File: src/rtl/imem_prog_loader_if.sv
// Field-bundle stream into the instruction loader.
// The producer drives the fields; the loader answers with in_ready.
interface imem_prog_loader_if;
  logic        in_valid;
  logic        in_ready;
  logic [3:0]  in_op;
  logic [3:0]  in_rd;
  logic [3:0]  in_rs;
  logic [3:0]  in_rt;
  logic [11:0] in_imm;

  modport master (
    output in_valid,
    output in_op,
    output in_rd,
    output in_rs,
    output in_rt,
    output in_imm,
    input  in_ready
  );

  modport slave (
    input  in_valid,
    input  in_op,
    input  in_rd,
    input  in_rs,
    input  in_rt,
    input  in_imm,
    output in_ready
  );
endinterface

File: src/rtl/imem_prog_loader.sv
// Packs decoded fields into 16-bit words and streams them into imem.
// Holds the core in reset until HLT is loaded or memory fills up.
module imem_prog_loader #(
  parameter int ADDR_W = 8
) (
  input  logic              clk,
  input  logic              rst,
  input  logic              start,
  imem_prog_loader_if.slave s,
  output logic              imem_we,
  output logic [ADDR_W-1:0] imem_addr,
  output logic [15:0]       imem_wdata,
  output logic              cpu_hold,
  output logic              busy,
  output logic              done,
  output logic              err,
  output logic [ADDR_W:0]   count
);

  typedef enum logic [1:0] {
    IDLE,
    LOAD,
    DONE,
    ERR
  } state_t;

  localparam logic [3:0] OP_ADD  = 4'h0;
  localparam logic [3:0] OP_ADDZ = 4'h1;
  localparam logic [3:0] OP_SUB  = 4'h2;
  localparam logic [3:0] OP_AND  = 4'h3;
  localparam logic [3:0] OP_NOR  = 4'h4;
  localparam logic [3:0] OP_SLL  = 4'h5;
  localparam logic [3:0] OP_SRL  = 4'h6;
  localparam logic [3:0] OP_SRA  = 4'h7;
  localparam logic [3:0] OP_LW   = 4'h8;
  localparam logic [3:0] OP_SW   = 4'h9;
  localparam logic [3:0] OP_LHB  = 4'hA;
  localparam logic [3:0] OP_LLB  = 4'hB;
  localparam logic [3:0] OP_B    = 4'hC;
  localparam logic [3:0] OP_JAL  = 4'hD;
  localparam logic [3:0] OP_JR   = 4'hE;
  localparam logic [3:0] OP_HLT  = 4'hF;

  state_t            state_q, state_d;
  logic              we_q, we_d;
  logic [ADDR_W-1:0] addr_q, addr_d;
  logic [15:0]       wdata_q, wdata_d;
  logic [ADDR_W-1:0] ptr_q, ptr_d;
  logic [ADDR_W:0]   count_q, count_d;

  logic [15:0] enc;
  logic        imm_ok;
  logic        hs;
  logic        last;

  assign hs   = (state_q == LOAD) && s.in_valid;
  assign last = &ptr_q;

  // Field packing and immediate sign-range check for the current op
  always_comb begin
    enc    = 16'h0000;
    imm_ok = 1'b1;
    unique case (s.in_op)
      OP_ADD, OP_ADDZ, OP_SUB, OP_AND, OP_NOR,
      OP_SLL, OP_SRL, OP_SRA: begin
        enc = {s.in_op, s.in_rd, s.in_rs, s.in_rt};
      end
      OP_LW, OP_SW: begin
        enc    = {s.in_op, s.in_rd, s.in_rs, s.in_imm[3:0]};
        imm_ok = (&s.in_imm[11:3]) | ~(|s.in_imm[11:3]);
      end
      OP_LHB, OP_LLB: begin
        enc    = {s.in_op, s.in_rd, s.in_imm[7:0]};
        imm_ok = (&s.in_imm[11:7]) | ~(|s.in_imm[11:7]);
      end
      OP_B: begin
        enc    = {s.in_op, s.in_rd[2:0], s.in_imm[8:0]};
        imm_ok = (&s.in_imm[11:8]) | ~(|s.in_imm[11:8]);
      end
      OP_JAL: begin
        enc = {s.in_op, s.in_imm};
      end
      OP_JR: begin
        enc = {s.in_op, 4'h0, s.in_rs, 4'h0};
      end
      OP_HLT: begin
        enc = 16'hF000;
      end
    endcase
  end

  // Next state and write datapath; start overrides any handshake
  always_comb begin
    state_d = state_q;
    we_d    = 1'b0;
    addr_d  = addr_q;
    wdata_d = wdata_q;
    ptr_d   = ptr_q;
    count_d = count_q;
    if (start) begin
      state_d = LOAD;
      addr_d  = '0;
      wdata_d = '0;
      ptr_d   = '0;
      count_d = '0;
    end else if (hs) begin
      if (!imm_ok) begin
        state_d = ERR;
      end else begin
        we_d    = 1'b1;
        addr_d  = ptr_q;
        wdata_d = enc;
        ptr_d   = ptr_q + 1'b1;
        count_d = count_q + 1'b1;
        if (s.in_op == OP_HLT || last) begin
          state_d = DONE;
        end
      end
    end
  end

  // State and output registers
  always_ff @(posedge clk) begin
    if (rst) begin
      state_q <= IDLE;
      we_q    <= 1'b0;
      addr_q  <= '0;
      wdata_q <= '0;
      ptr_q   <= '0;
      count_q <= '0;
    end else begin
      state_q <= state_d;
      we_q    <= we_d;
      addr_q  <= addr_d;
      wdata_q <= wdata_d;
      ptr_q   <= ptr_d;
      count_q <= count_d;
    end
  end

  assign s.in_ready  = (state_q == LOAD);
  assign busy        = (state_q == LOAD);
  assign done        = (state_q == DONE);
  assign err         = (state_q == ERR);
  assign cpu_hold    = (state_q != DONE);
  assign imem_we     = we_q;
  assign imem_addr   = addr_q;
  assign imem_wdata  = wdata_q;
  assign count       = count_q;

endmodule

File: src/flat_wrapper.sv
// flat-port wrapper written by rule: the top's interface ports become plain ports
module imem_prog_loader_flat 
#(
  parameter int ADDR_W = 8
)
  (clk, rst, start, imem_we, imem_addr, imem_wdata, cpu_hold, busy, done, err, count, s_in_valid, s_in_op, s_in_rd, s_in_rs, s_in_rt, s_in_imm, s_in_ready);
  imem_prog_loader_if s_i ();
  input  logic clk;
  input  logic rst;
  input  logic start;
  output logic imem_we;
  output logic [ADDR_W-1:0] imem_addr;
  output logic [15:0] imem_wdata;
  output logic cpu_hold;
  output logic busy;
  output logic done;
  output logic err;
  output logic [ADDR_W:0] count;
  input wire logic [$bits(s_i.in_valid)-1:0] s_in_valid;
  input wire logic [$bits(s_i.in_op)-1:0] s_in_op;
  input wire logic [$bits(s_i.in_rd)-1:0] s_in_rd;
  input wire logic [$bits(s_i.in_rs)-1:0] s_in_rs;
  input wire logic [$bits(s_i.in_rt)-1:0] s_in_rt;
  input wire logic [$bits(s_i.in_imm)-1:0] s_in_imm;
  output wire logic [$bits(s_i.in_ready)-1:0] s_in_ready;
  assign s_i.in_valid = s_in_valid;
  assign s_i.in_op = s_in_op;
  assign s_i.in_rd = s_in_rd;
  assign s_i.in_rs = s_in_rs;
  assign s_i.in_rt = s_in_rt;
  assign s_i.in_imm = s_in_imm;
  assign s_in_ready = s_i.in_ready;
  imem_prog_loader #(.ADDR_W(ADDR_W)) u_core (.clk(clk), .rst(rst), .start(start), .s(s_i), .imem_we(imem_we), .imem_addr(imem_addr), .imem_wdata(imem_wdata), .cpu_hold(cpu_hold), .busy(busy), .done(done), .err(err), .count(count));
endmodule
File: config.mk
export PLATFORM = sky130hd
export DESIGN_NAME = imem_prog_loader_flat
export DESIGN_NICKNAME = d
export VERILOG_FILES = /design/src/rtl/imem_prog_loader_if.sv /design/src/rtl/imem_prog_loader.sv /design/src/flat_wrapper.sv
export SDC_FILE = /design/constraint.sdc
export NUM_CORES = 1
export LEC_CHECK = 0
export ABC_AREA = 1
export BUFFER_PORTS_ARGS = -buffer_cell sky130_fd_sc_hd__buf_2
export CORE_UTILIZATION = 51
export DETAILED_ROUTE_END_ITERATION = 10
export PLACE_DENSITY = 0.8
export SETUP_SLACK_MARGIN = 0.1
export SLEW_MARGIN = 20
export SYNTH_ARGS = -nofsm -noshare
export SYNTH_HDL_FRONTEND = slang
export SYNTH_SLANG_ARGS = --single-unit
File: constraint.sdc
create_clock -name clk -period 1.85 [get_ports clk]
set_clock_uncertainty 0.15 [all_clocks]
set_input_delay 0.2775 -clock clk [delete_from_list [all_inputs] [get_ports clk]]
set_output_delay 0.2775 -clock clk [all_outputs]
set_load 0.02 [all_outputs]
Word level (Yosys, flattened, before mapping). Cells that the tools add are included.

Multiplexer cells: 7. Reductions and logical operators: 19. Add/sub/neg operators: 2. Bitwise gates (word level): 7. Equal/unequal tests: 21.

Operators by type and width (number): $pmux 16 s7 (1); $eq 4x4->1 const B (8); $eq 4x3->1 const B (4); $add 9x1->9 const B (1); $reduce_and 9->1 (1); $reduce_or 9->1 (1); $add 8x1->8 const B (1); $eq 4x2->1 const B (2); $reduce_and 8->1 (1); $reduce_or 8->1 (1); $reduce_and 2->1 (3); $reduce_or 2->1 (3); $reduce_and 5->1 (1); $reduce_or 5->1 (1); $eq 2x2->1 const B (2); $eq 4x1->1 const B (1); $logic_not 4->1 (1); $mux 2 (2); $ne 2x2->1 const B (2); $not 1->1 (4); $reduce_and 4->1 (1); $reduce_or 4->1 (1); $mux 1 (3); $ne 3x3->1 const B (1); 7 further kinds (9).

Output and inout bits: 39. Flip-flop bits (word level): 44. Logic and storage cells: 63. Input bits: 32.

Depth between registers and ports, before layout. Gate-level depths: netlist of run 1.

Depth after elaboration: 7. Gate-level depth with buffers: 10. Gate-level depth less buffers: 9.

Worst setup path after synthesis of run 1. OpenSTA, ideal clock, no wires.

Path type: register -> register. From: reg u_core.state_q[0]. To: reg u_core.addr_q[0] (netlist: u_core.imem_addr[0]). Setup slack: 0.102 ns. Library setup time: 0.115 ns. Data arrival time: 1.483 ns. Path buffers: 1. Cell stages (with the launch flop): 9. Clock period less this slack: 1.748 ns. Required time: 1.585 ns. Cells stage by stage: dfxtp_1 > inv_1 > nor2_1 > nand2_1 > inv_2 > buf_1 > nand3_1 > nand2_1 > nor2_1.

Word-level cells in the longest chain between the ends: 3.

RTL lines: start: declaration (line imem_prog_loader.sv:44) `state_t state_q, state_d;`; start signal: assignment (line imem_prog_loader.sv:132) `state_q <= state_d;`; $eq 2x1->1; named net busy (line flat_wrapper.sv:15) `output logic busy;`; $logic_and 1x1->1 (line imem_prog_loader.sv:56) `assign hs = (state_q == LOAD) && s.in_valid;`; $reduce_and 2->1 (no line); end signal: assignment (line imem_prog_loader.sv:134) `addr_q <= addr_d;`; end: declaration (line imem_prog_loader.sv:46) `logic [ADDR_W-1:0] addr_q, addr_d;`.

The timed path passes the listed nets, and every way through them passes these cells. A chain may end at the register's enable or synchronous reset.

Worst setup path in the final report of run 1.
From: reg u_core.ptr_q[0]. To: reg u_core.state_q[0].

Word-level cells in the longest chain between the ends: 4.

RTL lines: start: declaration (line imem_prog_loader.sv:48) `logic [ADDR_W-1:0] ptr_q, ptr_d;`; start signal: assignment (line imem_prog_loader.sv:136) `ptr_q <= ptr_d;`; $reduce_and 8->1 (line imem_prog_loader.sv:57) `assign last = &ptr_q;`; $logic_or 1x1->1 (line imem_prog_loader.sv:115) `if (s.in_op == OP_HLT || last) begin`; $ne 3x3->1 (no line); $reduce_and 2->1 (no line).

Every way passes these cells.

==> results of run 1 <==
## cell families (layout without fill, tap and decap cells)
group                      Yosys count  in the layout
adders and majority gates            2              2
xor gates and xnor gates            13             13
buffers and inverters               38            112
and+or+nand+nor                    170            170
AOI/OAI and AO/OA                   58             58
DFF                                 44             44
## layout by cell type (no fill, tap or decap), drive strengths merged
master / instances
buf: 83
nand2: 78
nand3: 60
a21oi: 49
dfxtp: 44
nor2: 26
inv: 20
xor2: 7
xnor2: 6
clkbuf: 5
nand4: 4
o21a: 4
o21ai: 4
ha: 2
nor3: 1
nand3b: 1
clkinv: 1
a22o: 1
clkinvlp: 1
bufinv: 1
dlygate4sd3: 1
## Yosys cell counts (all sizes together)
cell type	number
a22o	1
xor2	7
a21oi	49
dfxtp	44
inv	19
o21a	4
nand3	60
nand4	4
nand2	78
clkinv	1
clkbuf	4
xnor2	6
buf	14
nand3b	1
ha	2
nor2	26
o21ai	4
nor3	1
## stage by stage
step	util (%)	instance area [um^2]	setup TNS (ns)	setup WS [ns]
4_1_cts	68.45	2836	0	0.1044
2_1_floorplan	-	2276	0	0.1017
6_report	68.96	2858	0	0.2616
3_5_place_dp	65.43	2711	-0.04772	-0.03439
5_1_grt	68.96	2858	0	0.06930
3_3_place_gp	65.43	2711	0	0.05856
## what timing repair did
item                                    CTS  global route
buffers inserted                          0             0
hold buffers                              1             0
endpoints found under the setup margin    0            42
resized for setup                         0             8
endpoints found under the hold margin     1             0
## final cells by class
type	count	share of cell area, %
clock inverter	3	1.620
inverter	20	2.802
sequential	44	30.87
timing repair buffer	84	17.34
multi-input combinational	243	42.78
tap	50	2.189
clock buffer	5	2.408
## routing by layer
layer	wire length, um	share of wire, %
met4	104	1.9
met2	2571	46
met5	0	0
met3	281	5.1
met1	2576	47
## state kept, by name, summed over array words and instances (netlist names)
| signal | count |
|---|---|
| u_core.count | 9 |
| u_core.imem_addr | 8 |
| u_core.imem_wdata | 16 |
| u_core.imem_we | 1 |
| u_core.ptr_q | 8 |
| u_core.state_q | 2 |
## worst max-delay path, stage by stage (launching register included)
cell	delay, ns
dfxtp_1	0.39
ha_1	0.20
nand2_1	0.08
inv_1	0.06
nand4_1	0.13
o21ai_2	0.21
nand2_1	0.07
a21oi_1	0.12
a21oi_1	0.07
## power breakdown
group	internal (mW)	switching [mW]	leakage, nW
clock network	0.407	0.360	0.0548
logic	0.111	0.177	0.846
registers	0.958	0.00738	0.356
total	1.48	0.544	1.26
## worst max-delay path by stage
| stage | end | slack [ns] | depth (start not counted) |
|---|---|---|---|
| 2_1_floorplan | u_core.imem_addr[0]$_SDFFE_PP0P_ | 0.10 | 8 |
| 3_3_place_gp | u_core.imem_wdata[13]$_SDFFE_PP0P_ | 0.06 | 9 |
| 3_5_place_dp | u_core.count[4]$_SDFFE_PP0P_ | -0.03 | 9 |
| 4_1_cts | u_core.state_q[0]$_SDFFE_PP0P_ | 0.10 | 8 |
| 5_1_grt | u_core.count[4]$_SDFFE_PP0P_ | 0.07 | 7 |
| 6_report | u_core.state_q[0]$_SDFFE_PP0P_ | 0.26 | 8 |
==> impl_metrics.env, run 1 <==
export IMPL_root_buffer="clkbuf_8"
export IMPL_grtUsageMet2_pct=41.91
export IMPL_drc_errors=0
export IMPL_synth_compound_area_share_pct=13.36
export IMPL_end_kind="flip-flop"
export IMPL_synth_top_cell_area_share_pct=38.70
export IMPL_grtUsageMet1_pct=31.99
export IMPL_drive_gt1_share_pct=25.31
export IMPL_cts_buffers=5
export IMPL_status="finished, final reports clean"
export IMPL_finalMaxSlewViolations=0
export IMPL_row_count=23
export IMPL_hold_depth=3
export IMPL_insertedDiodeCount=0
export IMPL_synth_top_family_by_area="simple AND/OR/NAND/NOR gates"
export IMPL_min_from="start"
export IMPL_dieArea_um2=4733
export IMPL_timing_final_crit_share_pct=85.86
export IMPL_dp_cells=440
export IMPL_synthAdderAreaFrac_pct=1.100
export IMPL_maxCapViolations=0
export IMPL_first_iter_violations=114
export IMPL_hpwl_um=4008
export IMPL_critPathKind="reg2reg"
export IMPL_cts_tree="done"
export IMPL_fp_dieW_um=68.80
export IMPL_setup_viol=0
export IMPL_start_kind="flip-flop"
export IMPL_area_delta_synth_final_pct=25.56
export IMPL_hold_ws_ns=0.08388
export IMPL_fin_cells=449
export IMPL_yosys_area_share_simple_pct=33.59
export IMPL_r2r_end="u_core.state_q[0]$_SDFFE_PP0P_"
export IMPL_cts_clk_slew_worst_paths_ns=0.09
export IMPL_ys_seq_area_share_pct=38.70
export IMPL_rrSetupSlack_ns=0.26
export IMPL_clockBufferDepth=2
export IMPL_filler_cell_count=380
export IMPL_port_buffers=70
export IMPL_num_vias=2371
export IMPL_max_freq_ghz=0.6296
export IMPL_finalHoldViolations=0
export IMPL_final_min_clock_period_ns=1.588
export IMPL_startpoint="u_core.ptr_q[0]$_SDFFE_PP0P_"
export IMPL_final_nets=432
export IMPL_grt_pass1_vias=2027
export IMPL_cts_sinks=44
export IMPL_synth_area_mux_share_pct=0
export IMPL_synth_nets=359
export IMPL_fp_dieH_um=68.80
export IMPL_avgRoutedWirePerCell_um=12.32
export IMPL_critPathMaxFanout=4
export IMPL_worstMarginPinSlew_ns=0.3034
export IMPL_hold_path_end="u_core.state_q[0]$_SDFFE_PP0P_"
export IMPL_ir_drop_mv=0.5589
export IMPL_grt_pass1_wl_um=8880
export IMPL_firstDrtPassIters=4
export IMPL_powerDensity_nw_per_um2=706.8
export IMPL_hold_class="in2reg"
export IMPL_ys_top_cells_by_area="dfxtp_1 39%, nand3_1 13%, nand2_1 13%, a21oi_1 11%, nor2_1 4.1%"
export IMPL_insertion_delay_ns=0.30
export IMPL_ant_nets=0
export IMPL_synth_xor_area_share_pct=5.003
export IMPL_grt_max_degree=34
export IMPL_grt_antenna_before_repair=0
export IMPL_synth_area_per_cell_um2=7.003
export IMPL_synthDistinctLibCells=26
export IMPL_rsz0062_at_grt="true"
export IMPL_multiInputGateArea_um2=1222
export IMPL_yosys_area_top_type="dfxtp_1"
export IMPL_busiest_layer="met2"
export IMPL_grt_util_all_layers_pct=25.40
export IMPL_total_power_mw=2.020
export IMPL_synth_area_um2=2276
export IMPL_start_util_pct=54.92
export IMPL_gp_congestion=0.9471
export IMPL_wl_um=5533
export IMPL_ys_ff_latch=44
export IMPL_yosysWarningCount=0
export IMPL_coreArea_um2=4144
export IMPL_maxSlewHeadroom_pct=79.70
export IMPL_leakagePower_nw=1.256
export IMPL_cp_arrival_ns=1.64
export IMPL_cts_max_level=2
export IMPL_reg2regPathDepth=8
export IMPL_seq_area_um2=882.1
export IMPL_required_ns=1.90
export IMPL_grt_overflow=0
export IMPL_vias_per_cell=5.281
export IMPL_postSynthCellCount=325
export IMPL_use_met3_pct=4.934
export IMPL_regToRegStartpoint="u_core.ptr_q[0]$_SDFFE_PP0P_"
export IMPL_ios=71
Power figures use the tool's default switching activity.
==> run 2, diff against run 1 <==
--- a/config.mk
+++ b/config.mk
@@ -9,6 +9,7 @@
 export BUFFER_PORTS_ARGS = -buffer_cell sky130_fd_sc_hd__buf_2
 export CORE_UTILIZATION = 51
 export DETAILED_ROUTE_END_ITERATION = 10
+export GPL_TIMING_DRIVEN = 0
 export PLACE_DENSITY = 0.8
 export SETUP_SLACK_MARGIN = 0.1
 export SLEW_MARGIN = 20
==> run 2 against run 1 <==
- via count up 2.5%
- critical path type unchanged
- worst hold slack improved by 0.025 ns
- largest power group unchanged
- power decreased by 0.94%
- highest routed layer unchanged
- final area fell by 1.0%
==> impl_metrics.env, run 2 (synthesis results as in run 1) <==
export IMPL_status="finished, final reports clean"
export IMPL_filler_cell_count=386
export IMPL_final_common_cell="nand2_1"
export IMPL_finalMaxSlewViolations=0
export IMPL_worst_path_most_repeated_cell="nand3_1"
export IMPL_final_core_util_pct=68.27
export IMPL_preCtsSetupSlack_ns=-0.2234
export IMPL_cts_sinks=44
export IMPL_critPathTopFamily="simple AND/OR/NAND/NOR gates"
export IMPL_start_kind="flip-flop"
export IMPL_regToRegStartpoint="u_core.count[0]$_SDFFE_PP0P_"
export IMPL_maxCapViolations=0
export IMPL_cp_arrival_ns=1.72
export IMPL_critPathMaxFanout=5
export IMPL_ir_drop_mv=0.5569
export IMPL_largest_reg_flops=16
export IMPL_firstDrtPassIters=4
export IMPL_hold_ws_ns=0.1084
export IMPL_powerDensity_nw_per_um2=707.3
export IMPL_vias_per_cell=5.355
export IMPL_fin_area_um2=2829
export IMPL_grt_util_all_layers_pct=25.73
export IMPL_avgRoutedWirePerCell_um=12.52
export IMPL_grt_antenna_before_repair=0
export IMPL_fp_dieW_um=68.80
export IMPL_fin_cells=454
export IMPL_startpoint="u_core.count[0]$_SDFFE_PP0P_"
export IMPL_postCtsSetupBuffers=0
export IMPL_cp_buffers_inverters=0
export IMPL_cts_max_level=2
export IMPL_rsz0062_at_grt="false"
export IMPL_port_buffers=70
export IMPL_setup_tns_ns=0
export IMPL_coreArea_um2=4144
export IMPL_start_util_pct=54.92
export IMPL_clockBufferDepth=2
export IMPL_first_iter_violations=104
export IMPL_cts_buffers=5
export IMPL_worstPathCellList="ha_1 > nand3_1 > nor2_1 > nand3_1 > xnor2_1 > nand3_1 > a21oi_1"
export IMPL_end_kind="flip-flop"
export IMPL_grt_pass1_vias=2083
export IMPL_final_cell_mix="76 x nand2_1, 74 x buf_2, 59 x nand3_1"
export IMPL_critPathKind="reg2reg"
export IMPL_setup_viol=0
export IMPL_total_power_mw=2.001
export IMPL_worstMarginPinSlew_ns=0.4853
export IMPL_insertion_delay_ns=0.30
export IMPL_required_ns=1.93
export IMPL_final_min_clock_period_ns=1.635
export IMPL_maxSlewHeadroom_pct=67.65
export IMPL_cts_clk_slew_worst_paths_ns=0.09
export IMPL_area_delta_synth_final_pct=24.30
export IMPL_worst_slack_ns=0.2148
export IMPL_slowest_delay_ns=0.40
export IMPL_drive_gt1_share_pct=25.50
export IMPL_grt_pass1_wl_um=9045
export IMPL_crit_path_top_delay_cell="dfxtp_1"
export IMPL_timing_final_crit_share_pct=88.39
export IMPL_hpwl_um=4210
export IMPL_dieArea_um2=4733
export IMPL_ant_nets=0
export IMPL_final_nets=437
export IMPL_leakagePower_nw=1.255
export IMPL_fp_dieH_um=68.80
export IMPL_dp_cells=445
export IMPL_dpl_cell_area_um2=2689
export IMPL_grt_overflow=0
export IMPL_hold_class="in2reg"
export IMPL_max_freq_ghz=0.6115
export IMPL_wl_um=5686
export IMPL_num_vias=2431
export IMPL_root_buffer="clkbuf_8"
export IMPL_insertedDiodeCount=0
export IMPL_gp_congestion=0.9562
export IMPL_grt_max_degree=16
export IMPL_min_from="start"
export IMPL_finalHoldViolations=0
export IMPL_drc_errors=0
export IMPL_cts_tree="done"
export IMPL_row_count=23
export IMPL_ios=71
[run 2: what timing repair did]
| item | in CTS | in global routing |
|---|---|---|
| setup endpoints to repair | 8 | 33 |
| endpoints found under the hold margin | 1 | 0 |
| hold buffers | 1 | 0 |
| pin swaps | 0 | 1 |
| resized for setup | 3 | 7 |
[run 2: layout make-up]
cell class                 instances  area, um^2  area share (%)
multi-input combinational        243        1214           42.90
sequential                        44       883.3           31.23
timing repair buffer              71       360.3           12.74
buffer                            18       118.9           4.202
inverter                          20       75.07           2.654
clock buffer                       5       68.82           2.433
tap                               50       62.56           2.211
clock inverter                     3       46.29           1.636
[run 2: routing by layer]
layer / track usage, % / up-vias / share of wire [%]
met3: 6.250 / 6 / 6.2
met1: 31.83 / 1100 / 46
met2: 44.12 / 87 / 47
met5: 0 / - / 0
li1: - / 1238 / -
met4: 7.398 / 0 / 1.1
[run 2: power by group]
part           total (mW)  internal (mW)  switching [mW]  leakage (nW)
clock               0.753          0.407           0.347        0.0548
sequential          0.965          0.958         0.00745         0.356
combinational       0.282          0.103           0.180         0.844
total                2.00           1.47           0.534          1.26
[run 2: path summary, 6_finish.rpt]
| check | endpoint | slack, ns | cells past startpoint |
|---|---|---|---|
| setup / recovery | u_core.count[8]$_SDFFE_PP0P_ | 0.21 | 7 |
| hold / removal | u_core.state_q[0]$_SDFFE_PP0P_ | 0.11 | 3 |
| setup reg to reg | u_core.count[8]$_SDFFE_PP0P_ | 0.21 | 7 |
| hold reg to reg | u_core.imem_addr[2]$_SDFFE_PP0P_ | 0.31 | 2 |
[run 2: worst reg2reg max path: cells and delay by family (launching register included)]
| kind | cells | cell delay [ns] |
|---|---|---|
| xor+xnor | 1 | 0.15 |
| simple gates | 4 | 0.53 |
| compound gates | 1 | 0.14 |
| fa+ha+maj | 1 | 0.21 |
| flops | 1 | 0.40 |
